<file path="config.mk">
export PLATFORM = sky130hd
export DESIGN_NAME = cond_logic_ctx
export DESIGN_NICKNAME = d
export VERILOG_FILES = /design/src/rtl/cond_logic_ctx.sv
export SDC_FILE = /design/constraint.sdc
export NUM_CORES = 1
export LEC_CHECK = 0
export ABC_AREA = 1
export BUFFER_PORTS_ARGS = -buffer_cell sky130_fd_sc_hd__buf_4
export CAP_MARGIN = 20
export CORE_ASPECT_RATIO = 1.25
export CORE_UTILIZATION = 30
export CTS_BUF_LIST = sky130_fd_sc_hd__clkbuf_8
export DETAILED_ROUTE_END_ITERATION = 8
export HOLD_SLACK_MARGIN = 0.1
export SYNTH_ARGS = -nofsm -noshare
export SYNTH_HDL_FRONTEND = slang
export SYNTH_SLANG_ARGS = --single-unit
</file>
<file path="constraint.sdc">
create_clock -name clk -period 1.25 [get_ports clk]
set_input_delay 0.0625 -clock clk [delete_from_list [all_inputs] [get_ports clk]]
set_output_delay 0.0625 -clock clk [all_outputs]
set_load 0.02 [all_outputs]
</file>
<file path="src/rtl/cond_logic_ctx.sv">
`default_nettype none
// ============================================================================
//  Module   : cond_logic_ctx
//  Brief    : Execute-stage condition unit with NCTX NZCV flag contexts and
//             gated branch/register/memory write controls.
//  Revision : 1.0  initial release
// ============================================================================
module cond_logic_ctx #(
    parameter int         NCTX        = 1,
    parameter int         OUT_REG     = 1,
    parameter logic [3:0] RESET_FLAGS = 4'b0000,
    localparam int        CW          = (NCTX > 1) ? $clog2(NCTX) : 1
) (
    input  logic          clk,
    input  logic          reset,
    input  logic          StallE,
    input  logic          FlushE,
    input  logic [CW-1:0] CtxSel,
    input  logic [3:0]    Cond,
    input  logic [3:0]    ALUFlags,
    input  logic [1:0]    FlagW,
    input  logic          PCS,
    input  logic          RegW,
    input  logic          MemW,
    input  logic          NoWrite,
    output logic          CondEx,
    output logic          PCSrc,
    output logic          RegWrite,
    output logic          MemWrite,
    output logic          Undef,
    output logic [3:0]    Flags
);

    logic [3:0]      r_flags [NCTX];
    logic [NCTX-1:0] w_ctx_oh;
    logic [3:0]      w_f;
    logic            w_n, w_z, w_c, w_v;
    logic            w_pass;
    logic            w_undef_raw;
    logic            w_live;
    logic            w_flag_we;
    logic            w_condex;
    logic            w_pcsrc;
    logic            w_regwrite;
    logic            w_memwrite;
    logic            w_undef;

    // Out-of-range selects fall back to context 0.
    always_comb begin
        w_ctx_oh = '0;
        w_f      = r_flags[0];
        for (int i = 0; i < NCTX; i++) begin
            if (CtxSel == CW'(i)) begin
                w_ctx_oh[i] = 1'b1;
                w_f         = r_flags[i];
            end
        end
        if (w_ctx_oh == '0) begin
            w_ctx_oh[0] = 1'b1;
        end
    end

    assign {w_n, w_z, w_c, w_v} = w_f;
    assign Flags = w_f;

    always_comb begin
        w_pass      = 1'b0;
        w_undef_raw = 1'b0;
        case (Cond)
            4'b0000: w_pass = w_z;
            4'b0001: w_pass = !w_z;
            4'b0010: w_pass = w_c;
            4'b0011: w_pass = !w_c;
            4'b0100: w_pass = w_n;
            4'b0101: w_pass = !w_n;
            4'b0110: w_pass = w_v;
            4'b0111: w_pass = !w_v;
            4'b1000: w_pass = w_c & !w_z;
            4'b1001: w_pass = !(w_c & !w_z);
            4'b1010: w_pass = (w_n == w_v);
            4'b1011: w_pass = (w_n != w_v);
            4'b1100: w_pass = !w_z & (w_n == w_v);
            4'b1101: w_pass = !(!w_z & (w_n == w_v));
            4'b1110: w_pass = 1'b1;
            default: begin
                w_pass      = 1'b0;
                w_undef_raw = 1'b1;
            end
        endcase
    end

    assign w_live     = w_pass & !FlushE;
    assign w_condex   = w_live;
    assign w_pcsrc    = PCS & w_live;
    assign w_regwrite = RegW & !NoWrite & w_live;
    assign w_memwrite = MemW & w_live;
    assign w_undef    = w_undef_raw & !FlushE;

    // Condition uses pre-update flags; the write lands for the next instruction.
    assign w_flag_we = !StallE & !FlushE & w_pass;

    always_ff @(posedge clk) begin
        if (reset) begin
            for (int i = 0; i < NCTX; i++) begin
                r_flags[i] <= RESET_FLAGS;
            end
        end else if (w_flag_we) begin
            for (int i = 0; i < NCTX; i++) begin
                if (w_ctx_oh[i]) begin
                    if (FlagW[1]) r_flags[i][3:2] <= ALUFlags[3:2];
                    if (FlagW[0]) r_flags[i][1:0] <= ALUFlags[1:0];
                end
            end
        end
    end

    generate
        if (OUT_REG != 0) begin : g_out_reg
            logic r_condex, r_pcsrc, r_regwrite, r_memwrite, r_undef;

            // Flush clears the stage even while stalled.
            always_ff @(posedge clk) begin
                if (reset || FlushE) begin
                    r_condex   <= 1'b0;
                    r_pcsrc    <= 1'b0;
                    r_regwrite <= 1'b0;
                    r_memwrite <= 1'b0;
                    r_undef    <= 1'b0;
                end else if (!StallE) begin
                    r_condex   <= w_condex;
                    r_pcsrc    <= w_pcsrc;
                    r_regwrite <= w_regwrite;
                    r_memwrite <= w_memwrite;
                    r_undef    <= w_undef;
                end
            end

            assign CondEx   = r_condex;
            assign PCSrc    = r_pcsrc;
            assign RegWrite = r_regwrite;
            assign MemWrite = r_memwrite;
            assign Undef    = r_undef;
        end else begin : g_out_comb
            assign CondEx   = w_condex;
            assign PCSrc    = w_pcsrc;
            assign RegWrite = w_regwrite;
            assign MemWrite = w_memwrite;
            assign Undef    = w_undef;
        end
    endgenerate

endmodule
`default_nettype wire

</file>
## After elaboration in Yosys (flattened, before gate mapping)

Memories as Yosys holds them, arrays and structs flattened.
Index checks and enable logic that the tools add are counted.

- Register bits after elaboration: 5
- RAM bits: 4
- Input port bits: 19
- Output and inout bits: 9
- Word-level logic and storage cells: 59
- Memories: 1

Memories:

| memory | depth | bits a word | read ports | clocked after memory_dff | write ports | RTL line | RTL |
|---|---|---|---|---|---|---|---|
| r_flags | 1 | 4 | 1 | 0 | 2 | 34 | `logic [3:0] r_flags [NCTX];` |

- Equality and inequality tests: 16
- Mux-type cells: 14
- Bitwise operators: 10
- Reductions and logical operators: 13

Operators by type and width:

| operator | number |
|---|---|
| equality test 4 bit, second input constant | 7 |
| equality test 4 x 3 -> 1 bit, second input constant | 4 |
| one-hot mux 1 bit (15 select lines) | 1 |
| OR reduction 15 bit | 1 |
| two-way mux 1 bit | 11 |
| bitwise AND 1 bit | 10 |
| logical NOT 1 bit | 9 |
| equality test 4 x 2 -> 1 bit, second input constant | 2 |
| equality test 4 x 1 -> 1 bit, second input constant | 1 |
| logical NOT 4 bit | 1 |
| two-way mux 4 bit | 1 |
| OR reduction 4 bit | 1 |
| two-way mux 2 bit | 1 |
| equality test 1 bit | 1 |
| logical OR 1 bit | 1 |
| inequality test 1 bit | 1 |

## Depth between registers and ports, before layout

Gate-level depths: netlist of run 1.
An unclocked memory read counts as a cell.

- Depth after elaboration: 11
- Gate-level depth with buffers: 9
- Gate-level depth less buffers: 9

## Worst setup path before layout of run 1

Ideal clock, no wire load.

- Kind: register -> register
- From: memory r_flags[0][3]
- To: memory r_flags[0][0], enable pin
- Setup time: 0.251 ns
- Arrival time: 1.249 ns
- Data required time: 0.999 ns
- Path slack: -0.250 ns
- Cell stages (with the launch flop): 10
- Buffers on the path: 0
- Period minus slack after synthesis: 1.500 ns
- Cell sequence: edfxtp_1 inv_1 nand2_1 nand3_1 nand2_1 nand2_2 nor2_2 nand3_4 nand3_1 nand2_1

RTL lines:

| item | RTL line |
|---|---|
| start, declared | 34 |

==> flow_metrics.tcl, run 1 <==
set metrics [dict create \
    violations "setup timing" \
    skew_ns 0.00472 \
    ys_seq_elements 9 \
    syn_area_um2 658 \
    die_height_um 54.4 \
    crit_chain "inv_2 > nand2_1 > nand2_1 > nand3_1 > nand2_2 > nor2_4 > nand3_4 > nand3_2 > nand2_2" \
    cp_slowest_cell "edfxtp_1" \
    tritoncts "done" \
    worstHoldPathType "in2reg" \
    outcome "complete, but fails checks" \
    vias 747 \
    num_rows 18 \
    dr.pass1.iters 6 \
    grt_pass1_wl_um 2680 \
    drtIter0Drc 15 \
    seqPwrFrac 0.374 \
    comb_power_share 0.254 \
    area_growth_pct 51.5 \
    worst_slack_ns -0.220 \
    drv_slew 0 \
    grt_max_degree 10 \
    hold_violations 0 \
    drv_cap 0 \
    rsz0062_at_grt "yes" \
    start_util 0.325 \
    swShare 0.276 \
    final.setup.tns_ns -2.17 \
    synth-seq-area-share 0.335 \
    antennaDiodeCount 0 \
    vdd_drop_max_mv 0.592 \
    htreeDepth 1 \
    antenna_found_initial 0 \
    cp.buffers_inverters 1 \
    clk_pin_slew_ns 0.05 \
    setup_viol 12 \
    vias_per_cell 4.76 \
    drc 0 \
    syn_inst 101 \
    use_met2 0.269 \
    slew_headroom 0.817 \
    met3_usage 0.0231 \
    timing.fmax_mhz 680 \
    nNetsFinal 157 \
    fin_crit_sh 1.18 \
    root_buffer "clkbuf_8" \
    die_area_mm2 0.00239 \
    busiest_layer "met2" \
    drive_above_1_share 0.445 \
    io_buffers 26 \
    die_x_um 43.9 \
    wl_per_cell_um 10.4 \
    path_delay_family "simple AND/OR/NAND/NOR gates" \
    track_usage 0.149 \
    fin_crit_ns 1.47 \
    hpwl_um 1320 \
    timing_worst_slew_pin_value_ns 0.274 \
    clkLatencyLatePin_ns 0.23 \
    num_io_pins 28 \
    hold_slack_ns 0.114 \
    worstPathArrival_ns 1.41 \
    cts_buffer_depth 2 \
    cts-buffers-inserted 3 \
    yosys_warnings 0 \
    final_common_cell "buf_4" \
    use_met1 0.168 \
    core-area_mm2 0.00203 \
    clkPwrFrac 0.372 \
    synth.avg_cell_area_um2 6.52 \
    cp_max_fo 6 \
    grt_pass1_vias 696 \
    synthDistinctLibCells 16 \
    cellLeakagePower_nw 0.507 \
    hold_buffers 0 \
    p_sw_w 0.000241 \
    syn_nets 120 \
    powerDensity_mw_per_mm2 878 \
    final_cell_mix "31 x buf_4, 26 x nand2_1, 16 x nand3_1" \
    drt_wl_total_um 1630 \
    path_class "reg2reg" \
    cts_sinks 9 \
    cp_slowest_stage_delay_ns 0.46 \
    gr-total-overflow 0 \
    critPathCaptureType "flop" \
    cp-start-kind "flop" \
    internal_power_w 0.000634 \
    final_antenna_net_count 0 \
    place.gp.congestion 0.886 \
    crit_required_ns 1.19 \
]
routing by layer:
metal / up-vias / wire, um
li1: 399 / -
met1: 319 / 672
met2: 27 / 846
met3: 2 / 99
met4: 0 / 13
met5: - / 0
cells in the mapped netlist:
| library cell | n | share of area |
|---|---|---|
| nor2_4 | 1 | 0.017 |
| nor2_1 | 11 | 0.063 |
| nand3_1 | 18 | 0.14 |
| nand2_2 | 1 | 0.0095 |
| nor2_2 | 5 | 0.048 |
| nand3_4 | 1 | 0.027 |
| nand2_1 | 30 | 0.17 |
| edfxtp_1 | 4 | 0.18 |
| nand4_1 | 1 | 0.0095 |
| nand4_2 | 2 | 0.038 |
| inv_2 | 5 | 0.029 |
| or2_2 | 1 | 0.0095 |
| a21oi_2 | 1 | 0.013 |
| inv_1 | 10 | 0.057 |
| dfxtp_1 | 5 | 0.15 |
| a21oi_1 | 5 | 0.038 |
worst reg2reg max path: cells and delay by family (launching register included):
family,cells,cell delay (ns)
flops,1,0.46
buf+inv,1,0.12
simple gates,8,0.60
power by group through the flow:
stage / registers, W / clock network (W) / logic, W
2_1_floorplan: 0.000342 / 0 / 0.0000944
3_3_place_gp: 0.000332 / 0 / 0.000205
3_5_place_dp: 0.000333 / 0 / 0.000207
4_1_cts: 0.000327 / 0.000331 / 0.000219
5_1_grt: 0.000329 / 0.000350 / 0.000245
6_report: 0.000327 / 0.000326 / 0.000223
state kept, by name (all words and copies together) (netlist names):
register	cells
r_flags	4
CondEx	1
MemWrite	1
PCSrc	1
RegWrite	1
Undef	1
cell type report:
class | count | area, um2
Timing Repair Buffer | 32 | 244
Tap cell | 20 | 25.0
Clock inverter | 1 | 3.75
Clock buffer | 3 | 41.3
Multi-Input combinational cell | 77 | 407
Fill cell | 206 | 1030
Sequential cell | 9 | 220
Inverter | 15 | 56.3
logic make-up after synthesis:
kind of cell,share of synthesized area
simple gates,0.529
flops,0.335
buf+inv,0.0856
compound gates,0.0513
stage by stage:
stage | power (W) | instance area [um2] | worst slack (ns) | utilization | instances
after CTS | 0.000878 | 987 | -0.196 | 0.487 | 157
after floorplan | 0.000436 | 658 | -0.224 | - | 101
after detailed placement | 0.000539 | 916 | -0.225 | 0.452 | 152
after global routing | 0.000924 | 997 | -0.333 | 0.492 | 157
final | 0.000875 | 997 | -0.220 | 0.492 | 157
after global placement | 0.000538 | 916 | -0.215 | 0.452 | 152
path summary, 6_finish.rpt:
path                                     from             to  slack [ns]  cells after the start
worst max-delay path            r_flags[0][0]  r_flags[0][1]       -0.22                      9
worst min-delay path                  NoWrite       RegWrite        0.11                      4
worst max register to register  r_flags[0][0]  r_flags[0][1]       -0.22                      9
worst min register to register         CondEx         CondEx        0.46                      2
repair_timing:
action | 4_1_cts | 5_1_grt
resized for setup | 5 | 3
buffers inserted | 1 | 0
endpoints found under the setup margin | 12 | 12
endpoints found under the hold margin | 0 | 0
pin swaps | 5 | 0
No activity file was read; power rests on OpenSTA's default activity.
==> inputs of run 2 (changes only) <==
BUFFER_PORTS_ARGS = -buffer_cell sky130_fd_sc_hd__buf_2   (was -buffer_cell sky130_fd_sc_hd__buf_4)
==> run 2 against run 1 <==
The flow still finishes with violations (setup timing). Die area did not move. Sequential share of layout area rose by 1.5 points. Critical path depth did not move. Critical endpoint unchanged. Largest cell class unchanged.
==> flow_metrics.tcl, run 2 (synthesis results as in run 1) <==
set metrics [dict create \
    outcome "complete, but fails checks" \
    violations "setup timing" \
    cp.buffers_inverters 1 \
    drive_above_1_share 0.442 \
    start_util 0.325 \
    worstPathArrival_ns 1.43 \
    grt_pass1_vias 701 \
    htreeDepth 1 \
    die_area_mm2 0.00239 \
    num_io_pins 28 \
    vias_per_cell 4.86 \
    drt_wl_total_um 1600 \
    vdd_drop_max_mv 0.805 \
    hpwl_um 1280 \
    fin_area_um2 933 \
    fill_cells 215 \
    fin_crit_ns 1.48 \
    timing_worst_slew_pin_value_ns 0.261 \
    hold_buffers 0 \
    use_met2 0.271 \
    worst_slack_ns -0.230 \
    cp-start-kind "flop" \
    area_growth_pct 41.8 \
    cts_sinks 9 \
    cts_buffer_depth 2 \
    fin_crit_sh 1.18 \
    rsz0062_at_grt "yes" \
    powerDensity_mw_per_mm2 926 \
    cellLeakagePower_nw 0.494 \
    vias 768 \
    worstHoldPathType "in2reg" \
    gr-total-overflow 0 \
    drv_slew 0 \
    die_height_um 54.4 \
    hold_slack_ns 0.0981 \
    place_area_um2 858 \
    cts-buffers-inserted 3 \
    path_delay_family "simple AND/OR/NAND/NOR gates" \
    cp_slowest_cell "edfxtp_1" \
    tritoncts "done" \
    num_rows 18 \
    cp_max_fo 6 \
    crit_required_ns 1.20 \
    grt_pass1_wl_um 2680 \
    skew_ns 0.00260 \
    power_w 0.000864 \
    die_x_um 43.9 \
    use_met1 0.172 \
    core-area_mm2 0.00203 \
    drtIter0Drc 19 \
    place.gp.congestion 0.899 \
    final_common_cell "nand2_1" \
    hold_violations 0 \
    largest_reg_flops 4 \
    cp_slowest_stage_delay_ns 0.47 \
    slew_headroom 0.826 \
    drv_cap 0 \
    setup_viol 12 \
    clk_pin_slew_ns 0.05 \
    clkLatencyLatePin_ns 0.23 \
    critPathCaptureType "flop" \
    path_class "reg2reg" \
    timing.fmax_mhz 676 \
    final_cell_mix "28 x nand2_1, 26 x buf_2, 16 x nand3_1" \
    dr.pass1.iters 6 \
    wl_per_cell_um 10.1 \
    r2r_slack_ns -0.23 \
    track_usage 0.147 \
    nNetsFinal 158 \
    cpMostUsedCell "nand2_1" \
    antennaDiodeCount 0 \
    final_antenna_net_count 0 \
    io_buffers 26 \
    top_register "r_flags" \
    met3_usage 0.00990 \
    final.setup.tns_ns -2.60 \
    grt_max_degree 10 \
    place_ws_ns -0.216 \
    busiest_layer "met2" \
    antenna_found_initial 0 \
    root_buffer "clkbuf_8" \
    drc 0 \
    crit_chain "inv_2 > nand2_1 > nand2_1 > nand3_1 > nand2_1 > nor2_2 > nand3_4 > nand3_2 > nand2_2" \
]
run 2: stage by stage:
step,utilization,std cells
CTS,0.459,158
detailed placement,0.423,153
floorplan,-,101
global placement,0.423,153
global route,0.460,158
finish,0.460,158
run 2: layout make-up:
cell class,instances,area (um2),area share
Multi-Input combinational cell,77,400,0.429
Sequential cell,9,220,0.236
Timing Repair Buffer,33,186,0.200
Inverter,15,56.3,0.0603
Clock buffer,3,41.3,0.0442
Tap cell,20,25.0,0.0268
Clock inverter,1,3.75,0.00402
run 2: final timing paths:
| path | from | end | cells after the start |
|---|---|---|---|
| worst max-delay path | r_flags[0][0] | r_flags[0][1] | 9 |
| worst min-delay path | PCS | PCSrc | 3 |
| worst max register to register | r_flags[0][0] | r_flags[0][1] | 9 |
| worst min register to register | RegWrite | RegWrite | 2 |
run 2: tightest hold or removal path, stage by stage:
cell and delay (ns):
buf_2 0.10, nand3_1 0.06, a21oi_1 0.05
run 2: timing repair:
| item | in CTS | in global routing |
|---|---|---|
| pin swaps | 1 | 1 |
| hold endpoints to repair | 0 | 0 |
| buffers inserted | 1 | 0 |
| endpoints found under the setup margin | 12 | 12 |
| resized for setup | 5 | 1 |
run 2: metal layers:
| layer | part of all wire | vias to the layer above |
|---|---|---|
| li1 | - | 400 |
| met1 | 0.43 | 338 |
| met2 | 0.51 | 28 |
| met3 | 0.059 | 2 |
| met4 | 0.0038 | 0 |
| met5 | 0 | - |
run 2: where the power goes:
group | switching, W | total [W] | internal, W
registers | 0.00000963 | 0.000327 | 0.000317
logic | 0.000119 | 0.000206 | 0.0000874
clock network | 0.000117 | 0.000331 | 0.000214
==> inputs of run 3 (changes only) <==
CORE_ASPECT_RATIO = unset   (was 1.25)
CORE_UTILIZATION = 43   (was 30)
PLACE_DENSITY = 0.76   (was unset)
==> run 3 against run 2 <==
The flow still finishes with violations (setup timing). Fmax rose by 1.4%. Register-to-register slack improved by 0.02 ns. Sequential power barely moved. Cell area rose by 1.3%. Critical path depth did not move. Clock skew barely moved. Count of clock-buffer cells in the layout did not move. Clock power fell by 2%. Cell count fell by 5.7%. Via count fell by 4.2%. Largest cell class unchanged. Wire length fell by 4.9%. Flip-flop and latch count did not move.
==> flow_metrics.tcl, run 3 (synthesis results as in run 1) <==
set metrics [dict create \
    cts_sinks 9 \
    drc 0 \
    final_cell_mix "26 x buf_2, 19 x nand2_1, 13 x nand3_1" \
    grt_max_degree 10 \
    slew_headroom 0.825 \
    timing_worst_slew_pin_value_ns 0.262 \
    final.setup.tns_ns -2.35 \
    clk_pin_slew_ns 0.05 \
    nNetsFinal 154 \
    num_io_pins 28 \
    cts_buffer_depth 2 \
    setup_viol 12 \
    worstReg2RegEnd "r_flags[0][0]" \
    largest_reg_flops 4 \
    final_cells 149 \
    busiest_layer "met2" \
    seqPwrFrac 0.380 \
    internal_power_w 0.000614 \
    drv_slew 0 \
    cp_slowest_cell "edfxtp_1" \
    powerDensity_mw_per_mm2 910 \
    vias 736 \
    wl_per_cell_um 10.2 \
    timing.fmax_mhz 685 \
    seqCellArea_um2 220 \
    path_delay_family "simple AND/OR/NAND/NOR gates" \
    vias_per_cell 4.94 \
    use_met2 0.324 \
    r2r_slack_ns -0.21 \
    rsz0062_at_grt "yes" \
    cp.buffers_inverters 1 \
    htreeDepth 1 \
    cpMostUsedCell "nand2_2" \
    critPathCaptureType "flop" \
    worstHoldPathType "in2reg" \
    met3_usage 0.0489 \
    final_common_cell "buf_2" \
    drive_above_1_share 0.500 \
    die_area_mm2 0.00169 \
    use_met1 0.236 \
    worst_slack_ns -0.209 \
    num_rows 13 \
    antenna_found_initial 0 \
    core-area_mm2 0.00137 \
    area_growth_pct 43.7 \
    gr-total-overflow 0 \
    worstPathArrival_ns 1.40 \
    grt_pass1_wl_um 2150 \
    dpl.cell_count 144 \
    path_class "reg2reg" \
    die_height_um 41.1 \
    vdd_drop_max_mv 0.579 \
    fill_cells 122 \
    cp-start-kind "flop" \
    start_util 0.482 \
    antennaDiodeCount 0 \
    violations "setup timing" \
    swShare 0.287 \
    final_antenna_net_count 0 \
    comb_power_share 0.244 \
    root_buffer "clkbuf_8" \
    tritoncts "done" \
    die_x_um 41.1 \
    clkLatencyLatePin_ns 0.23 \
    fin_crit_ns 1.46 \
    hold_violations 0 \
    crit_chain "inv_2 > nand2_2 > nand3_2 > nand2_1 > nand2_2 > nor2_4 > nand3_4 > nand3_2 > nand2_2" \
    place.gp.congestion 0.802 \
    hpwl_um 1200 \
    track_usage 0.197 \
    startpoint "r_flags[0][3]" \
    drt_wl_total_um 1520 \
    drtIter0Drc 15 \
    cts-buffers-inserted 3 \
    io_buffers 26 \
    drv_cap 0 \
    dr.pass1.iters 4 \
    skew_ns 0.00271 \
    cp_slowest_stage_delay_ns 0.45 \
    multi_input_area_um2 447 \
    final_util 0.692 \
    fin_crit_sh 1.17 \
    worst-r2r-cell-count 9 \
    cp.depth 9 \
    crit_required_ns 1.19 \
    crit_end "r_flags[0][0]" \
    top_register "r_flags" \
    outcome "complete, but fails checks" \
    hold_slack_ns 0.106 \
    cellLeakagePower_nw 0.481 \
    p_sw_w 0.000247 \
    clkPwrFrac 0.376 \
    cp_max_fo 5 \
    grt_pass1_vias 538 \
    worstReg2RegStart "r_flags[0][3]" \
]
[run 3: changes by cell type in the layout (fill, tap and decap cells not counted), sizes merged]
| cell | previous run | this run |
|---|---|---|
| buf | 33 | 28 |
| dlygate4sd3 | 0 | 1 |
[run 3: power groups by stage]
stage	sequential, W	clock (W)	combinational (W)
6_report	0.000327	0.000324	0.000210
5_1_grt	0.000328	0.000352	0.000229
4_1_cts	0.000327	0.000333	0.000195
3_5_place_dp	0.000332	0	0.000179
3_3_place_gp	0.000331	0	0.000176
2_1_floorplan	0.000342	0	0.0000944
[run 3: layout make-up]
cell class                 count  share of cell area
sequential                     9               0.233
multi-input combinational     77               0.472
clock inverter                 1             0.00397
tap                           15              0.0198
clock buffer                   3              0.0437
timing repair buffer          29               0.168
inverter                      15              0.0595
[run 3: worst min path at each step]
stage,cells past startpoint,slack (ns),to,from
floorplan,2,0.20,MemWrite,StallE
global placement,3,0.33,PCSrc,PCS
detailed placement,3,0.34,PCSrc,PCS
CTS,3,0.11,MemWrite,MemW
global route,3,0.11,MemWrite,MemW
finish,3,0.11,MemWrite,MemW
[run 3: per-stage QoR]
stage	total power [W]	area, um2	setup slack (ns)
3_5_place_dp	0.000511	822	-0.180
4_1_cts	0.000854	903	-0.176
3_3_place_gp	0.000508	822	-0.164
6_report	0.000861	946	-0.209
2_1_floorplan	0.000436	658	-0.224
5_1_grt	0.000909	946	-0.304
[run 3: tightest hold or removal path, stage by stage]
cell and delay (ns):
buf_2 0.10, nand3_1 0.07, a21oi_1 0.06
[run 3: metal layers]
layer  vias to the layer above  wire length (um)  share of wire
met5                         -                 0              0
met4                         0                14         0.0092
met3                         2                65          0.043
met2                        19               757           0.50
met1                       320               682           0.45
li1                        395                 -              -
[run 3: what timing repair did]
item                       4_1_cts  5_1_grt
cloned                           0        0
hold endpoints to repair         1        0
gates resized for setup          7       12
setup buffers                    0        0
pin swaps                        7        5
hold buffers                     1        0
setup endpoints to repair       12       12
